==> src/rtl/tdm_demux_1to4.sv <==
// Receive end of a 4:1 TDM link: steers one serial bit per accepted cycle into lanes 0..3 and emits the 4-bit word.
// Latency 1 cycle from the lane-3 bit to data_out/out_valid; no backpressure, in_valid low simply stretches the frame.
module tdm_demux_1to4 #(
    parameter bit RESYNC_ON_START = 1'b1
) (
    input  logic       clk,
    input  logic       rst,
    input  logic       serial_in,
    input  logic       in_valid,
    input  logic       frame_start,
    output logic [3:0] data_out,
    output logic       out_valid,
    output logic [3:0] lane_strobe,
    output logic [1:0] slot,
    output logic       sync_err
);

    logic [1:0] slot_q, slot_d;
    logic [2:0] shadow_q, shadow_d;
    logic [3:0] data_q, data_d;
    logic       out_valid_q, out_valid_d;
    logic [3:0] strobe_q, strobe_d;
    logic       sync_err_q, sync_err_d;
    logic [1:0] lane;

    always_comb begin
        slot_d      = slot_q;
        shadow_d    = shadow_q;
        data_d      = data_q;
        out_valid_d = 1'b0;
        strobe_d    = 4'b0000;
        sync_err_d  = 1'b0;
        lane        = slot_q;

        if (in_valid) begin
            // A frame_start only realigns when resync is enabled; it is always checked.
            if (RESYNC_ON_START && frame_start) begin
                lane = 2'd0;
            end
            sync_err_d = frame_start && (slot_q != 2'd0);

            if (lane == 2'd3) begin
                data_d      = {serial_in, shadow_q};
                out_valid_d = 1'b1;
            end else begin
                shadow_d[lane] = serial_in;
            end

            slot_d   = lane + 2'd1;
            strobe_d = 4'b0001 << lane;
        end
    end

    always_ff @(posedge clk or posedge rst) begin
        if (rst) begin
            slot_q      <= 2'd0;
            shadow_q    <= 3'b000;
            data_q      <= 4'b0000;
            out_valid_q <= 1'b0;
            strobe_q    <= 4'b0000;
            sync_err_q  <= 1'b0;
        end else begin
            slot_q      <= slot_d;
            shadow_q    <= shadow_d;
            data_q      <= data_d;
            out_valid_q <= out_valid_d;
            strobe_q    <= strobe_d;
            sync_err_q  <= sync_err_d;
        end
    end

    assign data_out    = data_q;
    assign out_valid   = out_valid_q;
    assign lane_strobe = strobe_q;
    assign slot        = slot_q;
    assign sync_err    = sync_err_q;

endmodule

==> config.mk <==
export PLATFORM = sky130hd
export DESIGN_NAME = tdm_demux_1to4
export DESIGN_NICKNAME = d
export VERILOG_FILES = /design/src/rtl/tdm_demux_1to4.sv
export SDC_FILE = /design/constraint.sdc
export NUM_CORES = 1
export LEC_CHECK = 0
export CORE_MARGIN = 2
export CORE_UTILIZATION = 43
export DETAILED_ROUTE_END_ITERATION = 16
export HOLD_SLACK_MARGIN = 0.1
export PLACE_DENSITY_LB_ADDON = 0.12
export SETUP_SLACK_MARGIN = 0.02
export SYNTH_ARGS = -nofsm -noshare
export SYNTH_HDL_FRONTEND = slang
export SYNTH_SLANG_ARGS = --single-unit
==> constraint.sdc <==
create_clock -name clk -period 1.61 [get_ports clk]
set_input_delay 0.322 -clock clk [delete_from_list [all_inputs] [get_ports clk]]
set_output_delay 0.322 -clock clk [all_outputs]
set_load 0.01 [all_outputs]
==> flow_metrics.py <==
metrics = {
    "logic_synthesis": {
        "ys_top_cells_by_area": "sky130_fd_sc_hd__dfrtp_1, sky130_fd_sc_hd__mux2_4, sky130_fd_sc_hd__mux2_2",
        "netlist-cell-type-count": 15,
        "syn_nets": 42,
        "netlist_instances": 37,
        "synth_area_um2": 561,
        "seq_area_frac_synth_pct": 62.5,
        "synth_most_common_cell": "sky130_fd_sc_hd__dfrtp_1",
        "edff_count_synth": 0,
        "synth-async-reset-ratio_pct": 100,
        "post_synth_most_frequent_cells": "sky130_fd_sc_hd__dfrtp_1, sky130_fd_sc_hd__mux2_4, sky130_fd_sc_hd__nor2_1",
        "ys_dominant_reg_cell": "sky130_fd_sc_hd__dfrtp_1",
        "synth.avg_cell_area_um2": 15.1,
        "netlist.top_cell.by_area": "sky130_fd_sc_hd__dfrtp_1",
        "yosys_warnings": 0,
        "synth_top_area_share_pct": 62.5,
        "seq_cells_post_synth": 14,
    },
    "cts": {
        "cts_sinks": 14,
        "root_buffer": "sky130_fd_sc_hd__clkbuf_4",
        "clk_pin_slew_worst_paths_ps": 80,
        "cts-buffers-inserted": 3,
        "worstSkewPairLatency_ps": 270,
        "htree_num_levels": 1,
        "tritoncts": "yes",
        "clockBufferDepth": 2,
    },
    "detailed_routing": {
        "initialDrtViolationCount": 2,
        "post_drt_via_cell_ratio": 4.72,
        "finalWirelength_um": 1030,
        "remaining_drc_errors": 0,
        "routed-via-count": 349,
        "drt-wirelength-per-cell_um": 13.9,
        "ant_nets": 0,
        "drt_first_pass_iters": 3,
    },
    "power_and_ir_drop": {
        "power_density_nw_per_um2": 1290,
        "sw_frac_of_total_pct": 26.0,
        "total_leakage_power_nw": 0.377,
        "share_comb_of_total_power_pct": 33.5,
        "cellInternalPower_w": 0.000750,
        "power_frac_clock_pct": 18.2,
        "ir_drop_mv": 0.666,
        "switching_power_of_the_nets_w": 0.000263,
        "power.sequential.fraction_pct": 48.3,
    },
    "outcome": {
        "run_status": "finished, final reports clean",
    },
    "sta": {
        "relSlewSlack_pct": 66.2,
        "finalMaxSlewViolations": 0,
        "timing.clock.skew_ps": 2.45,
        "final.setup.worst_slack_ps": 53.0,
        "timing_worst_slew_pin_value_ps": 507,
        "rsz0062_at_grt": "no",
        "fin_crit_sh_pct": 96.7,
        "hold_slack_ps": 384,
        "finalHoldViolations": 0,
        "setup_viol": 0,
        "timing.fmax_mhz": 642,
        "minimum_clock_period_after_layout_ps": 1560,
    },
    "run": {
        "max_cap_viol_count": 0,
    },
    "global_route": {
        "grtUsageTotal_pct": 15.9,
        "grt_max_degree": 15,
        "first_global_vias": 386,
        "grt_antenna_before_repair": 0,
        "global_route.overflow_total": 0,
        "grt_first_pass_wirelength_um": 1660,
    },
    "critical_path": {
        "critical_path.top_delay_family": "buffers and inverters",
        "cell_by_cell_trace_of_the_critical_path": "clkdlybuf4s50_1",
        "cpPeakStageDelay_ps": 550,
        "worstSetupStartpointType": "flop",
        "timing_worst_setup_path_type": "reg -> out",
        "cp.arrival_ps": 1230,
        "cp_max_fo": 6,
        "critical_path.n_buffers_inverters": 1,
        "worstSetupPathDepth": 1,
        "worstRegToRegCells": 4,
        "endpoint_kind": "output pin",
        "worst_path_max_delay_cell": "sky130_fd_sc_hd__clkdlybuf4s50_1",
        "startpoint": "slot[1]$_DFFE_PP0P_",
        "regToRegStartpoint": "slot[0]$_DFFE_PP0P_",
        "critical_path_required_ps": 1290,
    },
    "finish": {
        "final_layout_size_suffix_gt1_share_pct": 32.2,
        "antennaDiodeCount": 0,
        "fillers": 91,
        "flow.area_growth_from_synthesis_pct": 40.2,
        "num-nets-final": 66,
    },
    "floorplan": {
        "chipHeight_um": 40.1,
        "core-area_um2": 1250,
        "die_width_um": 40.1,
        "start_util_pct": 44.8,
        "die-area_um2": 1610,
        "pin_count": 17,
        "core.rowCount": 13,
    },
    "placement": {
        "gpl.final_weighted_congestion": 0.723,
        "place.port_buffers": 16,
        "place_worst_setup_slack_ps": -106,
    },
    "min_path": {
        "min_path_type": "in -> async",
    },
}
[registers in the layout (all words and copies together), names as in the netlist]
signal,cells
sync_err,1
shadow_q,3
slot,2
lane_strobe,3
data_out,4
out_valid,1
[cell families after synthesis]
group	synth area share, %
simple gates	12.9
mux	17.4
buf+inv	2.68
flops	62.5
compound gates	4.46
[worst paths after layout]
path,endpoint,slack [ps]
worst max-delay path,slot[1],50
worst min-delay path,lane_strobe[2]$_DFF_PP0_,380
worst max register to register,shadow_q[1]$_DFFE_PP0P_,300
worst min register to register,data_out[2]$_DFFE_PP0P_,520
max in group asynchronous,slot[1]$_DFFE_PP0P_,860
min in group clk,data_out[2]$_DFFE_PP0P_,520
[final cells by class]
class / count / area, um^2 / share of cell area, %
clock buffer: 3 / 22.5 / 2.87
inverter: 2 / 7.51 / 0.955
multi-input combinational: 20 / 195 / 24.8
sequential: 14 / 352 / 44.7
timing repair buffer: 20 / 190 / 24.2
tap: 15 / 18.8 / 2.39
[metal layers]
layer  track usage, %  routed length (um)
met1             18.8                 420
met5                0                   0
met4             5.17                   0
met3             3.33                  51
met2             28.2                 556
[stage by stage]
step / instances / power [W] / utilization (%) / area (um^2) / setup TNS (ps)
CTS: 73 / 0.00102 / 62.1 / 778 / 0
finish: 74 / 0.00101 / 62.7 / 786 / 0
global route: 74 / 0.00107 / 62.7 / 786 / 0
floorplan: 37 / 0.000651 / - / 561 / 0
detailed placement: 69 / 0.000829 / 59.6 / 747 / -417
global placement: 69 / 0.000808 / 59.6 / 747 / -58.7
[power groups by stage]
stage / clock network (W) / registers, W / logic [W]
final: 0.000185 / 0.000489 / 0.000340
after global routing: 0.000204 / 0.000503 / 0.000368
after CTS: 0.000187 / 0.000493 / 0.000337
after detailed placement: 0 / 0.000502 / 0.000327
after global placement: 0 / 0.000490 / 0.000318
after floorplan: 0 / 0.000519 / 0.000132
[repair_timing]
action                                  4_1_cts  5_1_grt
buffers inserted                              1        1
cloned                                        0        0
endpoints found under the setup margin        2        1
hold buffers                                  0        0
resized for setup                             1        0
[cell usage in the layout, fill, tap and decap left out]
cell type	count
sky130_fd_sc_hd__a21oi_1	1
sky130_fd_sc_hd__clkbuf_4	3
sky130_fd_sc_hd__buf_4	4
sky130_fd_sc_hd__mux2_2	2
sky130_fd_sc_hd__dfrtp_1	13
sky130_fd_sc_hd__nor3_2	1
sky130_fd_sc_hd__o21ai_0	1
sky130_fd_sc_hd__inv_1	2
sky130_fd_sc_hd__nand2_1	2
sky130_fd_sc_hd__nor2_1	3
sky130_fd_sc_hd__clkdlybuf4s50_1	16
sky130_fd_sc_hd__mux2_4	5
sky130_fd_sc_hd__nand3_4	1
sky130_fd_sc_hd__a21o_1	1
sky130_fd_sc_hd__nor2b_4	1
sky130_fd_sc_hd__o21a_1	1
sky130_fd_sc_hd__and3b_4	1
sky130_fd_sc_hd__dfrtp_2	1
(Power assumes the default switching activity.)
